File: src/rtl/alu_operand_stage.sv
// ID/EX operand stage: latches decoded fields, forwards from EX/MEM and MEM/WB,
// detects load-use hazards and drives the ALU operands directly.
module alu_operand_stage #(
  parameter int unsigned                  DATA_WIDTH     = 32,
  parameter int unsigned                  REG_ADDR_WIDTH = 5,
  parameter int unsigned                  ALU_OP_WIDTH   = 4,
  parameter logic [ALU_OP_WIDTH-1:0]      BUBBLE_OP      = '0
) (
  input  logic                      clk,
  input  logic                      reset,
  input  logic                      in_valid,
  input  logic [ALU_OP_WIDTH-1:0]   in_alu_op,
  input  logic [REG_ADDR_WIDTH-1:0] in_rs_addr,
  input  logic [REG_ADDR_WIDTH-1:0] in_rt_addr,
  input  logic [REG_ADDR_WIDTH-1:0] in_rd_addr,
  input  logic [DATA_WIDTH-1:0]     in_rs_data,
  input  logic [DATA_WIDTH-1:0]     in_rt_data,
  input  logic [DATA_WIDTH-1:0]     in_imm,
  input  logic                      in_alu_src,
  input  logic                      in_reg_write,
  input  logic                      in_mem_read,
  input  logic                      hold,
  input  logic                      flush,
  input  logic                      exmem_reg_write,
  input  logic [REG_ADDR_WIDTH-1:0] exmem_rd,
  input  logic [DATA_WIDTH-1:0]     exmem_result,
  input  logic                      memwb_reg_write,
  input  logic [REG_ADDR_WIDTH-1:0] memwb_rd,
  input  logic [DATA_WIDTH-1:0]     memwb_result,
  output logic                      load_use_stall,
  output logic                      ex_valid,
  output logic [ALU_OP_WIDTH-1:0]   ALUOperation,
  output logic [DATA_WIDTH-1:0]     A,
  output logic [DATA_WIDTH-1:0]     B,
  output logic [DATA_WIDTH-1:0]     ex_store_data,
  output logic [REG_ADDR_WIDTH-1:0] ex_rd,
  output logic                      ex_reg_write,
  output logic                      ex_mem_read
);

  logic                      valid_q,     valid_d;
  logic [ALU_OP_WIDTH-1:0]   alu_op_q,    alu_op_d;
  logic [REG_ADDR_WIDTH-1:0] rs_addr_q,   rs_addr_d;
  logic [REG_ADDR_WIDTH-1:0] rt_addr_q,   rt_addr_d;
  logic [REG_ADDR_WIDTH-1:0] rd_addr_q,   rd_addr_d;
  logic [DATA_WIDTH-1:0]     rs_data_q,   rs_data_d;
  logic [DATA_WIDTH-1:0]     rt_data_q,   rt_data_d;
  logic [DATA_WIDTH-1:0]     imm_q,       imm_d;
  logic                      alu_src_q,   alu_src_d;
  logic                      reg_write_q, reg_write_d;
  logic                      mem_read_q,  mem_read_d;

  logic [DATA_WIDTH-1:0]     rs_fwd;
  logic [DATA_WIDTH-1:0]     rt_fwd;

  always_comb begin
    load_use_stall = valid_q & mem_read_q & (rd_addr_q != '0) & in_valid &
                     ((rd_addr_q == in_rs_addr) |
                      ((rd_addr_q == in_rt_addr) & ~in_alu_src)) &
                     ~hold & ~flush;
  end

  // load_use_stall is already masked by hold/flush, so flush and stall share
  // the bubble path and hold reduces to "don't capture".
  always_comb begin
    valid_d     = valid_q;
    alu_op_d    = alu_op_q;
    rs_addr_d   = rs_addr_q;
    rt_addr_d   = rt_addr_q;
    rd_addr_d   = rd_addr_q;
    rs_data_d   = rs_data_q;
    rt_data_d   = rt_data_q;
    imm_d       = imm_q;
    alu_src_d   = alu_src_q;
    reg_write_d = reg_write_q;
    mem_read_d  = mem_read_q;
    if (flush || load_use_stall) begin
      valid_d     = 1'b0;
      alu_op_d    = BUBBLE_OP;
      rs_addr_d   = '0;
      rt_addr_d   = '0;
      rd_addr_d   = '0;
      rs_data_d   = '0;
      rt_data_d   = '0;
      imm_d       = '0;
      alu_src_d   = 1'b0;
      reg_write_d = 1'b0;
      mem_read_d  = 1'b0;
    end else if (!hold) begin
      valid_d     = in_valid;
      alu_op_d    = in_alu_op;
      rs_addr_d   = in_rs_addr;
      rt_addr_d   = in_rt_addr;
      rd_addr_d   = in_rd_addr;
      rs_data_d   = in_rs_data;
      rt_data_d   = in_rt_data;
      imm_d       = in_imm;
      alu_src_d   = in_alu_src;
      reg_write_d = in_reg_write;
      mem_read_d  = in_mem_read;
    end
  end

  always_ff @(posedge clk) begin
    if (!reset) begin
      valid_q     <= 1'b0;
      alu_op_q    <= BUBBLE_OP;
      rs_addr_q   <= '0;
      rt_addr_q   <= '0;
      rd_addr_q   <= '0;
      rs_data_q   <= '0;
      rt_data_q   <= '0;
      imm_q       <= '0;
      alu_src_q   <= 1'b0;
      reg_write_q <= 1'b0;
      mem_read_q  <= 1'b0;
    end else begin
      valid_q     <= valid_d;
      alu_op_q    <= alu_op_d;
      rs_addr_q   <= rs_addr_d;
      rt_addr_q   <= rt_addr_d;
      rd_addr_q   <= rd_addr_d;
      rs_data_q   <= rs_data_d;
      rt_data_q   <= rt_data_d;
      imm_q       <= imm_d;
      alu_src_q   <= alu_src_d;
      reg_write_q <= reg_write_d;
      mem_read_q  <= mem_read_d;
    end
  end

  // EX/MEM wins over MEM/WB; register 0 always reads the latched value.
  always_comb begin
    rs_fwd = rs_data_q;
    if (exmem_reg_write && (exmem_rd != '0) && (exmem_rd == rs_addr_q))
      rs_fwd = exmem_result;
    else if (memwb_reg_write && (memwb_rd != '0) && (memwb_rd == rs_addr_q))
      rs_fwd = memwb_result;

    rt_fwd = rt_data_q;
    if (exmem_reg_write && (exmem_rd != '0) && (exmem_rd == rt_addr_q))
      rt_fwd = exmem_result;
    else if (memwb_reg_write && (memwb_rd != '0) && (memwb_rd == rt_addr_q))
      rt_fwd = memwb_result;
  end

  always_comb begin
    ex_valid      = valid_q;
    ALUOperation  = valid_q ? alu_op_q : BUBBLE_OP;
    A             = valid_q ? rs_fwd : '0;
    B             = valid_q ? (alu_src_q ? imm_q : rt_fwd) : '0;
    ex_store_data = valid_q ? rt_fwd : '0;
    ex_rd         = rd_addr_q;
    ex_reg_write  = valid_q & reg_write_q;
    ex_mem_read   = valid_q & mem_read_q;
  end

endmodule

File: config.mk
export PLATFORM = sky130hd
export DESIGN_NAME = alu_operand_stage
export DESIGN_NICKNAME = d
export VERILOG_FILES = /design/src/rtl/alu_operand_stage.sv
export SDC_FILE = /design/constraint.sdc
export NUM_CORES = 1
export LEC_CHECK = 0
export ABC_CLOCK_PERIOD_IN_PS = 3400
export BUFFER_PORTS_ARGS = -buffer_cell sky130_fd_sc_hd__buf_2
export CAP_MARGIN = 5
export CELL_PAD_IN_SITES_DETAIL_PLACEMENT = 0
export CELL_PAD_IN_SITES_GLOBAL_PLACEMENT = 2
export CORE_ASPECT_RATIO = 1.2
export CORE_MARGIN = 4
export CORE_UTILIZATION = 28
export DETAILED_ROUTE_END_ITERATION = 16
export PLACE_DENSITY_LB_ADDON = 0.08
export SLEW_MARGIN = 20
export SYNTH_ARGS = -nofsm -noshare
export SYNTH_HDL_FRONTEND = slang
export SYNTH_SLANG_ARGS = --single-unit
File: constraint.sdc
create_clock -name clk -period 3.4 [get_ports clk]
set_input_delay 0.51 -clock clk [delete_from_list [all_inputs] [get_ports clk]]
set_output_delay 0.51 -clock clk [all_outputs]
set_load 0.02 [all_outputs]
==> flow_summary.toml <==
[outcome]
status = "finished clean"

[final_layout]
layout_filler_cell_count = 2448
post-route-cell-area_mm2 = 0.00907
relative_area_change_from_synthesis_to_final_layout_pct = 36.7
final_layout_size_suffix_gt1_share_pct = 35.4
design.final.nets = 1222

[synthesis]
synth.yosys.seq_area_share_pct = 35.9
top_area_cells_in_the_synthesized_netlist = "sky130_fd_sc_hd__dfxtp_1, sky130_fd_sc_hd__mux2i_1, sky130_fd_sc_hd__nor2_1, sky130_fd_sc_hd__o21ai_1, sky130_fd_sc_hd__a21oi_1"
async_reset_ff_share_pct = 0
postSynthCellCount = 747
synth-edff-count = 0
synth_top_cell_by_area = "sky130_fd_sc_hd__dfxtp_1"
dominantRegCellSynth = "sky130_fd_sc_hd__dfxtp_1"
synth_largest_type_area_fraction_pct = 35.9
synthMostInstantiatedCell = "sky130_fd_sc_hd__mux2i_1"
ys_ff_latch = 119
ys_warn_count = 0
synth_cell_type_count = 32
netlist_top_cells_count = "sky130_fd_sc_hd__mux2i_1, sky130_fd_sc_hd__dfxtp_1, sky130_fd_sc_hd__nor2_1"
synth.avg_cell_area_um2 = 8.89
synth_nets = 946
synthesis.area_mm2 = 0.00664

[placed_design]
hpwl_um = 18800
placement.io_buffers = 307
place_worst_setup_slack_ns = 0.322
gp_congestion = 0.816
standard_cell_area_after_detailed_placement_mm2 = 0.00844

[clocking]
cts.hold.buffers_added = 0
numCtsBuffers = 17
cts_tree = "done"
htree_num_levels = 4
worstSkewPairLatency_ns = 0.42
post-cts-setup-buffer-count = 0
cts-root-to-sink-buffers = 2
cts.reportedPaths.clkPinSlew_ns = 0.06
cts-root-buf = "sky130_fd_sc_hd__clkbuf_16"
count_of_instances_resized_after_the_clock_tree_is_built = 0
numClockSinks = 119

[global_route]
layer_carrying_the_most_global_route_usage = "met2"
largest_net_degree_at_the_start_of_global_routing = 120
global_route.usage.total_pct = 19.2
grt_util_met1_pct = 23.7
grt_overflow_total = 0
grt_antenna_before_repair = 5
global_route.usage.met3_pct = 6.12
grt_pass1_wl_um = 39000
met2_usage_pct = 32.4
first_global_vias = 6682

[setup_path]
cp.arrival_ns = 2.69
kind_of_end_point_of_the_critical_path = "output pin"
crit_type = "register to output pin"
cp_max_fo = 19
start_kind = "register"
crit_required_ns = 2.89

[timing]
fin_worst_hold_slack_ns = 0.324
finalClockSkew_ns = 0.0140
period_share_pct = 94.0
final_max_slew_viol_count = 0
timing.fmax_ghz = 0.313
worst_slew_margin_rel_pct = 36.3
final-hold-violation-count = 0
postLayoutSetupSlackWorst_ns = 0.203
period_minus_slack_ns = 3.20
worst_slew_pin_slew_ns = 0.956
final.setup.tns_ns = 0
setup_violations = 0
rsz_0062_raised_after_global_routing = "false"

[floorplanning]
die_width_um = 149
placementRows = 61
die_area_mm2 = 0.0262
start_util_pct = 28.5
floorplan.core_area_mm2 = 0.0233
num_io_pins = 308
die-height_um = 177

[routing]
detail_route.wirelength_um = 26000
postRouteAntennaNets = 0
avgRoutedWirePerCell_um = 19.2
dr_total_vias = 6507
detail_route.vias_per_cell = 4.80
drc = 0
detail_route.iter0.violations = 249
dr.pass1.iters = 4

[hold_path]
hold_path_class = "primary input to register"

[power]
power_density_mw_per_mm2 = 423
power.static_leakage_nw = 3.96
worst_ir_drop_vdd_mv = 0.331

[run]
maximum_capacitance_violations = 0
==> state kept, by name, summed over array words and instances (netlist names) <==
| register | cells |
|---|---|
| reg_write_q | 1 |
| alu_op_q | 4 |
| rt_data_q | 32 |
| ex_valid | 1 |
| rs_data_q | 32 |
| alu_src_q | 1 |
| ex_rd | 5 |
| mem_read_q | 1 |
| imm_q | 32 |
| rt_addr_q | 5 |
| rs_addr_q | 5 |
==> layout by cell type, fill, tap and decap left out, types with 2 or more instances in the layout <==
cell                         instances
sky130_fd_sc_hd__buf_2             306
sky130_fd_sc_hd__mux2i_1           182
sky130_fd_sc_hd__nor2_1            119
sky130_fd_sc_hd__dfxtp_1           118
sky130_fd_sc_hd__o21ai_1            83
sky130_fd_sc_hd__a21oi_1            65
sky130_fd_sc_hd__a32oi_1            31
sky130_fd_sc_hd__xnor2_1            22
sky130_fd_sc_hd__clkbuf_16          17
sky130_fd_sc_hd__o21ai_0            13
sky130_fd_sc_hd__buf_4              12
sky130_fd_sc_hd__xor2_1              8
sky130_fd_sc_hd__diode_2             6
sky130_fd_sc_hd__nand3_1             6
sky130_fd_sc_hd__and2_1              6
sky130_fd_sc_hd__buf_12              6
sky130_fd_sc_hd__nand2_1             5
sky130_fd_sc_hd__bufinv_16           4
sky130_fd_sc_hd__nor4_4              3
sky130_fd_sc_hd__clkinvlp_4          3
sky130_fd_sc_hd__clkinv_4            3
sky130_fd_sc_hd__o21ai_4             2
sky130_fd_sc_hd__or4_1               2
sky130_fd_sc_hd__or4_2               2
sky130_fd_sc_hd__clkinv_2            2
sky130_fd_sc_hd__clkbuf_1            2
==> final timing paths <==
| check | from | end | slack, ns | depth (start not counted) |
|---|---|---|---|---|
| worst max register to register | ex_rd[0] | rt_data_q[8] | 1.28 | 6 |
| worst max-delay path | rt_addr_q[2] | B[18] | 0.20 | 7 |
| worst min register to register | rs_data_q[4] | rs_data_q[4] | 0.49 | 2 |
| worst min-delay path | in_rd_addr[2] | ex_rd[2] | 0.32 | 3 |
==> layer usage <==
layer | vias up | wire length, um
met5 | - | 7
met4 | 2 | 314
met3 | 19 | 1840
met2 | 212 | 12700
met1 | 3012 | 11200
li1 | 3262 | -
==> through the flow <==
stage | power (mW) | instances | utilization [%]
after floorplan | 1.75 | 747 | -
after global placement | 1.97 | 1319 | 36.3
after detailed placement | 1.97 | 1319 | 36.3
after CTS | 3.90 | 1350 | 38.9
after global routing | 4.01 | 1354 | 38.9
final | 3.84 | 1356 | 39.0
==> cell type report <==
class | count | area [um^2] | share of cell area [%]
multi-input combinational | 559 | 3910 | 43.1
tap | 315 | 394 | 4.34
inverter | 1 | 3.75 | 0.0414
clock buffer | 19 | 433 | 4.77
antenna | 6 | 15.0 | 0.166
timing repair buffer | 325 | 1750 | 19.3
clock inverter | 12 | 179 | 1.97
sequential | 119 | 2380 | 26.3
==> cells by family (layout without fill, tap and decap cells) <==
family | after synthesis | after routing | share of synthesized area (%)
AND/OR/NAND/NOR | 150 | 150 | 10.1
multiplexers | 182 | 182 | 27.4
AO/OA/AOI/OAI | 197 | 197 | 16.9
buffers and inverters | 69 | 357 | 5.66
other | 0 | 6 | 0
XOR/XNOR | 30 | 30 | 3.96
flip-flops | 119 | 119 | 35.9
==> worst max-delay path: stages, from the launching register on <==
cell and delay (ns):
sky130_fd_sc_hd__dfxtp_1 0.39, sky130_fd_sc_hd__xnor2_1 0.14, sky130_fd_sc_hd__nand2_1 0.11, sky130_fd_sc_hd__or4_2 0.93, sky130_fd_sc_hd__nand2_4 0.24, sky130_fd_sc_hd__buf_4 0.22, sky130_fd_sc_hd__o21ai_1 0.08, sky130_fd_sc_hd__buf_2 0.16
==> report_power, final <==
group / total [mW] / leakage (nW) / switching (mW) / internal, mW
registers: 1.47 / 0.970 / 0.0303 / 1.44
clock network: 1.89 / 0.289 / 0.672 / 1.22
logic: 0.469 / 2.70 / 0.250 / 0.218
total: 3.84 / 3.96 / 0.953 / 2.88
Power figures use the tool's default switching activity.
